`config.mk`:
```
export PLATFORM = sky130hd
export DESIGN_NAME = bcd_mod_counter_flat
export DESIGN_NICKNAME = d
export VERILOG_FILES = /design/src/rtl/bcd_mod_counter_pkg.sv /design/src/rtl/bcd_mod_counter_if.sv /design/src/rtl/bcd_mod_counter_digit.sv /design/src/rtl/bcd_mod_counter.sv /design/src/flat_wrapper.sv
export SDC_FILE = /design/constraint.sdc
export NUM_CORES = 1
export LEC_CHECK = 0
export BUFFER_PORTS_ARGS = -buffer_cell sky130_fd_sc_hd__buf_2
export CORE_ASPECT_RATIO = 0.9
export CORE_UTILIZATION = 55
export CTS_CLUSTER_DIAMETER = 120
export DETAILED_ROUTE_END_ITERATION = 10
export PLACE_DENSITY = 0.92
export SLEW_MARGIN = 15
export SYNTH_ARGS = -nofsm -noshare
export SYNTH_HDL_FRONTEND = slang
export SYNTH_SLANG_ARGS = --single-unit
```
`constraint.sdc`:
```
create_clock -name clk -period 5.2 [get_ports clk]
set_input_delay 0.78 -clock clk [delete_from_list [all_inputs] [get_ports clk]]
set_output_delay 0.78 -clock clk [all_outputs]
set_load 0.01 [all_outputs]
```
`src/rtl/bcd_mod_counter_pkg.sv`:
```
`default_nettype none
// +----------------------------------------------------------------------------+
// | bcd_mod_counter_pkg : shared BCD digit width, limits and to_bcd helper     |
// | Revision: 1.0                                                              |
// +----------------------------------------------------------------------------+
package bcd_mod_counter_pkg;

   localparam int BCD_W      = 4;
   localparam int MAX_DIGITS = 9;
   localparam int MAX_W      = BCD_W * MAX_DIGITS;

   typedef logic [BCD_W-1:0] bcd_digit_t;

   function automatic logic [MAX_W-1:0] to_bcd(input int value, input int digits);
      logic [MAX_W-1:0] r;
      int               v;
      r = '0;
      v = value;
      for (int i = 0; i < MAX_DIGITS; i++) begin
         if (i < digits) begin
            r[i*BCD_W +: BCD_W] = bcd_digit_t'(v % 10);
            v = v / 10;
         end
      end
      return r;
   endfunction

endpackage
`default_nettype wire

```
`src/rtl/bcd_mod_counter_if.sv`:
```
`default_nettype none
// +----------------------------------------------------------------------------+
// | bcd_mod_counter_if : control inputs and count/carry outputs of one stage   |
// | Revision: 1.0                                                              |
// +----------------------------------------------------------------------------+
interface bcd_mod_counter_if #(
   parameter int DIGITS = 2
);
   logic                  en;
   logic                  up;
   logic                  clr;
   logic                  load;
   logic [4*DIGITS-1:0]   load_val;
   logic [4*DIGITS-1:0]   count;
   logic                  co;
   logic                  load_err;

   modport master (
      output en, up, clr, load, load_val,
      input  count, co, load_err
   );

   modport slave (
      input  en, up, clr, load, load_val,
      output count, co, load_err
   );
endinterface
`default_nettype wire

```
`src/rtl/bcd_mod_counter_digit.sv`:
```
`default_nettype none
// +----------------------------------------------------------------------------+
// | bcd_digit : one 0..9 digit with clear, load, increment and decrement       |
// | Revision: 1.0                                                              |
// +----------------------------------------------------------------------------+
module bcd_digit
   import bcd_mod_counter_pkg::*;
(
   input  wire logic       clk,
   input  wire logic       rst,
   input  wire logic       inc,
   input  wire logic       dec,
   input  wire logic       ld,
   input  wire bcd_digit_t ld_val,
   input  wire logic       clr,
   output bcd_digit_t      q,
   output logic            cy,
   output logic            bw
);

   bcd_digit_t r_q;

   always_ff @(posedge clk or posedge rst) begin
      if (rst) begin
         r_q <= '0;
      end else if (clr) begin
         r_q <= '0;
      end else if (ld) begin
         r_q <= ld_val;
      end else if (inc) begin
         r_q <= (r_q == bcd_digit_t'(9)) ? '0 : r_q + bcd_digit_t'(1);
      end else if (dec) begin
         r_q <= (r_q == '0) ? bcd_digit_t'(9) : r_q - bcd_digit_t'(1);
      end
   end

   assign q  = r_q;
   assign cy = inc & (r_q == bcd_digit_t'(9));
   assign bw = dec & (r_q == '0);

endmodule
`default_nettype wire

```
`src/rtl/bcd_mod_counter.sv`:
```
`default_nettype none
// +----------------------------------------------------------------------------+
// | bcd_mod_counter : cascadable up/down BCD counter wrapping at MOD           |
// | Revision: 1.0                                                              |
// +----------------------------------------------------------------------------+
module bcd_mod_counter
   import bcd_mod_counter_pkg::*;
#(
   parameter int DIGITS = 2,
   parameter int MOD    = 60
) (
   input  wire logic          clk,
   input  wire logic          rst,
   bcd_mod_counter_if.slave   bus
);

   localparam int               W           = BCD_W * DIGITS;
   localparam logic [MAX_W-1:0] MOD_BCD_FULL = to_bcd(MOD - 1, DIGITS);
   localparam logic [W-1:0]     MOD_BCD_MAX = MOD_BCD_FULL[W-1:0];

   if ((DIGITS < 1) || (DIGITS > MAX_DIGITS) || (MOD < 2) || (MOD > 10**DIGITS)) begin : g_bad_params
      $error("bcd_mod_counter: MOD=%0d illegal for DIGITS=%0d", MOD, DIGITS);
   end

   logic [W-1:0]      w_count;
   logic [W-1:0]      w_ld_val;
   logic [DIGITS:0]   w_inc;
   logic [DIGITS:0]   w_dec;
   logic [DIGITS-1:0] w_digit_ok;
   logic              w_term_up;
   logic              w_term_dn;
   logic              w_wrap;
   logic              w_load_ok;
   logic              w_count_ok;
   logic              w_clr_all;
   logic              w_ld_all;
   logic              w_unused_top_ripple;
   logic              r_load_err;

   assign w_term_up  = (w_count == MOD_BCD_MAX);
   assign w_term_dn  = (w_count == '0);
   assign w_wrap     = bus.en & (bus.up ? w_term_up : w_term_dn);

   // Valid BCD compares in packed form exactly as its decimal value does.
   assign w_load_ok  = (&w_digit_ok) & (bus.load_val <= MOD_BCD_MAX);
   assign w_count_ok = ~bus.clr & ~bus.load;

   assign w_clr_all  = bus.clr | (w_count_ok & w_wrap & bus.up);
   assign w_ld_all   = ~bus.clr & ((bus.load & w_load_ok) | (w_count_ok & w_wrap & ~bus.up));
   assign w_ld_val   = bus.load ? bus.load_val : MOD_BCD_MAX;

   assign w_inc[0]   = w_count_ok & bus.en & ~w_wrap &  bus.up;
   assign w_dec[0]   = w_count_ok & bus.en & ~w_wrap & ~bus.up;

   for (genvar i = 0; i < DIGITS; i++) begin : g_digit
      assign w_digit_ok[i] = (bus.load_val[i*BCD_W +: BCD_W] <= bcd_digit_t'(9));

      bcd_digit u_digit (
         .clk    (clk),
         .rst    (rst),
         .inc    (w_inc[i]),
         .dec    (w_dec[i]),
         .ld     (w_ld_all),
         .ld_val (w_ld_val[i*BCD_W +: BCD_W]),
         .clr    (w_clr_all),
         .q      (w_count[i*BCD_W +: BCD_W]),
         .cy     (w_inc[i+1]),
         .bw     (w_dec[i+1])
      );
   end

   // Top-digit ripple never fires: the terminal compare wraps first.
   assign w_unused_top_ripple = w_inc[DIGITS] | w_dec[DIGITS];

   always_ff @(posedge clk or posedge rst) begin
      if (rst) begin
         r_load_err <= 1'b0;
      end else begin
         r_load_err <= ~bus.clr & bus.load & ~w_load_ok;
      end
   end

   assign bus.count    = w_count;
   assign bus.co       = w_wrap;
   assign bus.load_err = r_load_err;

endmodule
`default_nettype wire

```
`src/flat_wrapper.sv`:
```
// flat-port wrapper written by rule: the top's interface ports become plain ports
module bcd_mod_counter_flat import bcd_mod_counter_pkg::*;
#(
   parameter int DIGITS = 2,
   parameter int MOD    = 60
)
  (clk, rst, bus_en, bus_up, bus_clr, bus_load, bus_load_val, bus_count, bus_co, bus_load_err);
  bcd_mod_counter_if #(.DIGITS(DIGITS)) bus_i ();
  input  wire logic clk;
  input  wire logic rst;
  input wire logic [$bits(bus_i.en)-1:0] bus_en;
  input wire logic [$bits(bus_i.up)-1:0] bus_up;
  input wire logic [$bits(bus_i.clr)-1:0] bus_clr;
  input wire logic [$bits(bus_i.load)-1:0] bus_load;
  input wire logic [$bits(bus_i.load_val)-1:0] bus_load_val;
  output wire logic [$bits(bus_i.count)-1:0] bus_count;
  output wire logic [$bits(bus_i.co)-1:0] bus_co;
  output wire logic [$bits(bus_i.load_err)-1:0] bus_load_err;
  assign bus_i.en = bus_en;
  assign bus_i.up = bus_up;
  assign bus_i.clr = bus_clr;
  assign bus_i.load = bus_load;
  assign bus_i.load_val = bus_load_val;
  assign bus_count = bus_i.count;
  assign bus_co = bus_i.co;
  assign bus_load_err = bus_i.load_err;
  bcd_mod_counter #(.DIGITS(DIGITS), .MOD(MOD)) u_core (.clk(clk), .rst(rst), .bus(bus_i));
endmodule
```
==> summary.md <==
| Metric | Value |
|---|---|
| M1 WL | 1176 um |
| Primary FF master, synth | dfrtp_1 |
| CTS sink count | 9 |
| H-tree Lvls | 1 |
| CTS Hold Buffers Added | 0 |
| Syn Nets | 154 |
| Post-synth top cells | 12 x a21oi_1, 11 x nor2_1, 10 x nand2_1 |
| Net total in the final layout | 173 |
| CTS tree | built |
| Final period util | 0.5635 |
| Row count | 14 |
| DRC | 0 |
| DR WL met2 | 1264 um |
| Initial antenna violation count | 0 |
| Share of the synthesized area in the top cell type | 0.2138 |
| Largest net degree at the start of global routing | 14 |
| Clock tree buffer depth | 2 |
| CP required | 4.42 ns |
| # setup viols final | 0 |
| DR top layer | met4 |
| Die Y | 43.52 um |
| First-pass GRT wire length | 4740 um |
| Register area share after synthesis | 0.2138 |
| Cell leakage power | 0.0005428 uW |
| GRT overflow | 0 |
| Layout Utilization | 0.6768 |
| Worst r2r src | u_core.g_digit[1].u_digit.q[0] |
| Worst hold slack | 0.4644 ns |
| WL/cell | 16.27 um |
| # port buffers | 23 |
| Hpwl dp | 2121 um |
| Core area | 1734 sq um |
| Diode count | 0 |
| Final worst setup slack | 2.270 ns |
| CP Capture Type | output pin |
| Via Count | 1,158 |
| CP max FO | 8 |
| Post-DR vias/cell | 6.617 |
| Slew HR | 0.6349 |
| Post-CTS sizing | 0 |
| Vias in the first global route | 1,053 |
| Initial cell density of the core | 0.6075 |
| Yosys warnings | 0 |
| Total Neg Setup Slack | 0 ns |
| Total wire length | 2847 um |
| CP Launch Point | u_core.g_digit[1].u_digit.q[0] |
| Die width | 48.14 um |
| Peak supply drop | 0.1404 mV |
| Top-count cell post-synth | a21oi_1 |
| Setup bufs post-CTS | 0 |
| EDFF count, synth | 0 |
| Boundary Pins | 24 |
| Max-Cap Viols | 0 |
| Hold Vio Cnt, Final | 0 |
| Metal3 WL | 326 um |
| Slew @ Worst Pin | 0.5444 ns |
| Cell Pwr Density | 203.6 nW/um^2 |
| Pre-CTS setup slack | 2.660 ns |
| P&R area growth vs syn | 11.40% |
| Mapped Avg Cell Area | 7.921 sq um |
| Fraction of layout cells with a size suffix above 1 | 0.2384 |
| Worst-path clk slew | 0.07 ns |
| Status | finished, final reports clean |
| Yosys reg bits | 9 |
| Synth Instances | 133 |
| Drt pass-1 iters | 7 |
| GP Congestion | 0.9315 |
| Clk_lat worst skew | 0.27 ns |
| Yosys cell types | 45 |
| Min Tclk post-route | 2.930 ns |
| Dominant cells by area after synthesis | dfrtp_1 21%, ha_1 8.3%, a21oi_1 5.7%, nor2_1 3.9%, nand2_1 3.6% |
| Critical path data arrival time | 2.15 ns |
| R2r setup slk | 2.90 ns |
| Setup CP Type | flip-flop to output pin |
| Hold WC Path Type | input port to async pin |
| Clock skew | 0.003444 ns |
| RSZ-0062 raised after global routing | no |
| Antenna Violating Nets Remaining | 0 |
| Max Slew Vio Count | 0 |
| 1st-iter DRT viols | 78 |
| Root buffer cell | clkbuf_4 |
| Cell area after synthesis | 1054 sq um |
| Die Area | 2095 sq um |
| Largest area contributor in the netlist | dfrtp_1 |
| Cts bufs inserted | 3 |
| Worst setup SP type | flip-flop |
| Fmax | 341.3 MHz |
| GRT Overall Usage | 0.3215 |
| Post-synth ARST share | 1.000 |
==> layout make-up <==
class                           count  area, sq um
Multi-Input combinational cell    109        754.5
Inverter                            6        22.52
Tap cell                           24        30.03
Sequential cell                     9        225.2
Timing Repair Buffer               23        115.1
Fill cell                         149        560.5
Clock buffer                        4        26.28
==> path summary, 6_finish.rpt <==
| path | end | cells after the start |
|---|---|---|
| min in group clk | u_core.g_digit[0].u_digit.q[0] | 2 |
| worst max register to register | u_core.g_digit[0].u_digit.q[0] | 7 |
| worst min-delay path | u_core.bus.load_err | 2 |
| worst min register to register | u_core.g_digit[0].u_digit.q[0] | 2 |
| worst max-delay path | bus_co | 7 |
| max in group asynchronous | u_core.g_digit[0].u_digit.q[0] | 2 |
==> worst max-delay path, cell delays in order (launching register included) <==
cell	delay [ns]
dfrtp_1	0.47
inv_1	0.15
ha_1	0.25
nor3b_1	0.49
nand2_1	0.08
o21ai_0	0.17
and2_1	0.14
buf_2	0.12
==> kinds of logic (layout without fill, tap and decap cells) <==
group | after synthesis | in the layout | share of synthesized area
flip-flops | 9 | 9 | 0.2138
AND/OR/NAND/NOR | 52 | 52 | 0.2886
AO/OA/AOI/OAI | 46 | 46 | 0.3040
buffers and inverters | 15 | 33 | 0.07006
multiplexers | 4 | 4 | 0.04038
adder cells (fa/ha/maj) | 7 | 7 | 0.08313
==> layout by cell type, fill, tap and decap left out, types with 3 or more instances in the layout <==
cell type,Yosys,final
nand3_1,7,7
clkbuf_4,0,3
inv_1,6,6
nor2b_1,3,3
a31oi_1,4,4
o21ai_0,7,7
ha_1,7,7
nand3b_1,3,3
nor2_1,11,11
buf_2,5,23
a211oi_1,3,3
a21oi_1,12,12
a22oi_1,3,3
dfrtp_1,9,9
nand2_1,10,10
==> registers in the layout, summed over array words and instances (netlist names) <==
register,cells
u_core.g_digit.u_digit.q,8
u_core.bus.load_err,1
==> through the flow <==
stage,area [sq um],instances,power [uW]
floorplan,1054,133,153.8
global placement,1147,171,174.3
finish,1174,175,239.0
CTS,1174,175,236.6
detailed placement,1147,171,179.1
global route,1174,175,255.3
==> power breakdown <==
part / switching [uW] / internal (uW) / total (uW)
Sequential: 12.4 / 75.3 / 87.7
Clock: 28.9 / 29.8 / 58.7
Combinational: 52.4 / 40.2 / 92.6
Total: 93.7 / 145 / 239
==> routing by layer <==
| metal | global-route usage | up-vias |
|---|---|---|
| met5 | 0 | - |
| met4 | 0.1222 | 0 |
| met3 | 0.07500 | 14 |
| met2 | 0.4703 | 90 |
| met1 | 0.4536 | 519 |
| li1 | - | 535 |
Note: power is estimated with default switching activity, not from simulation.
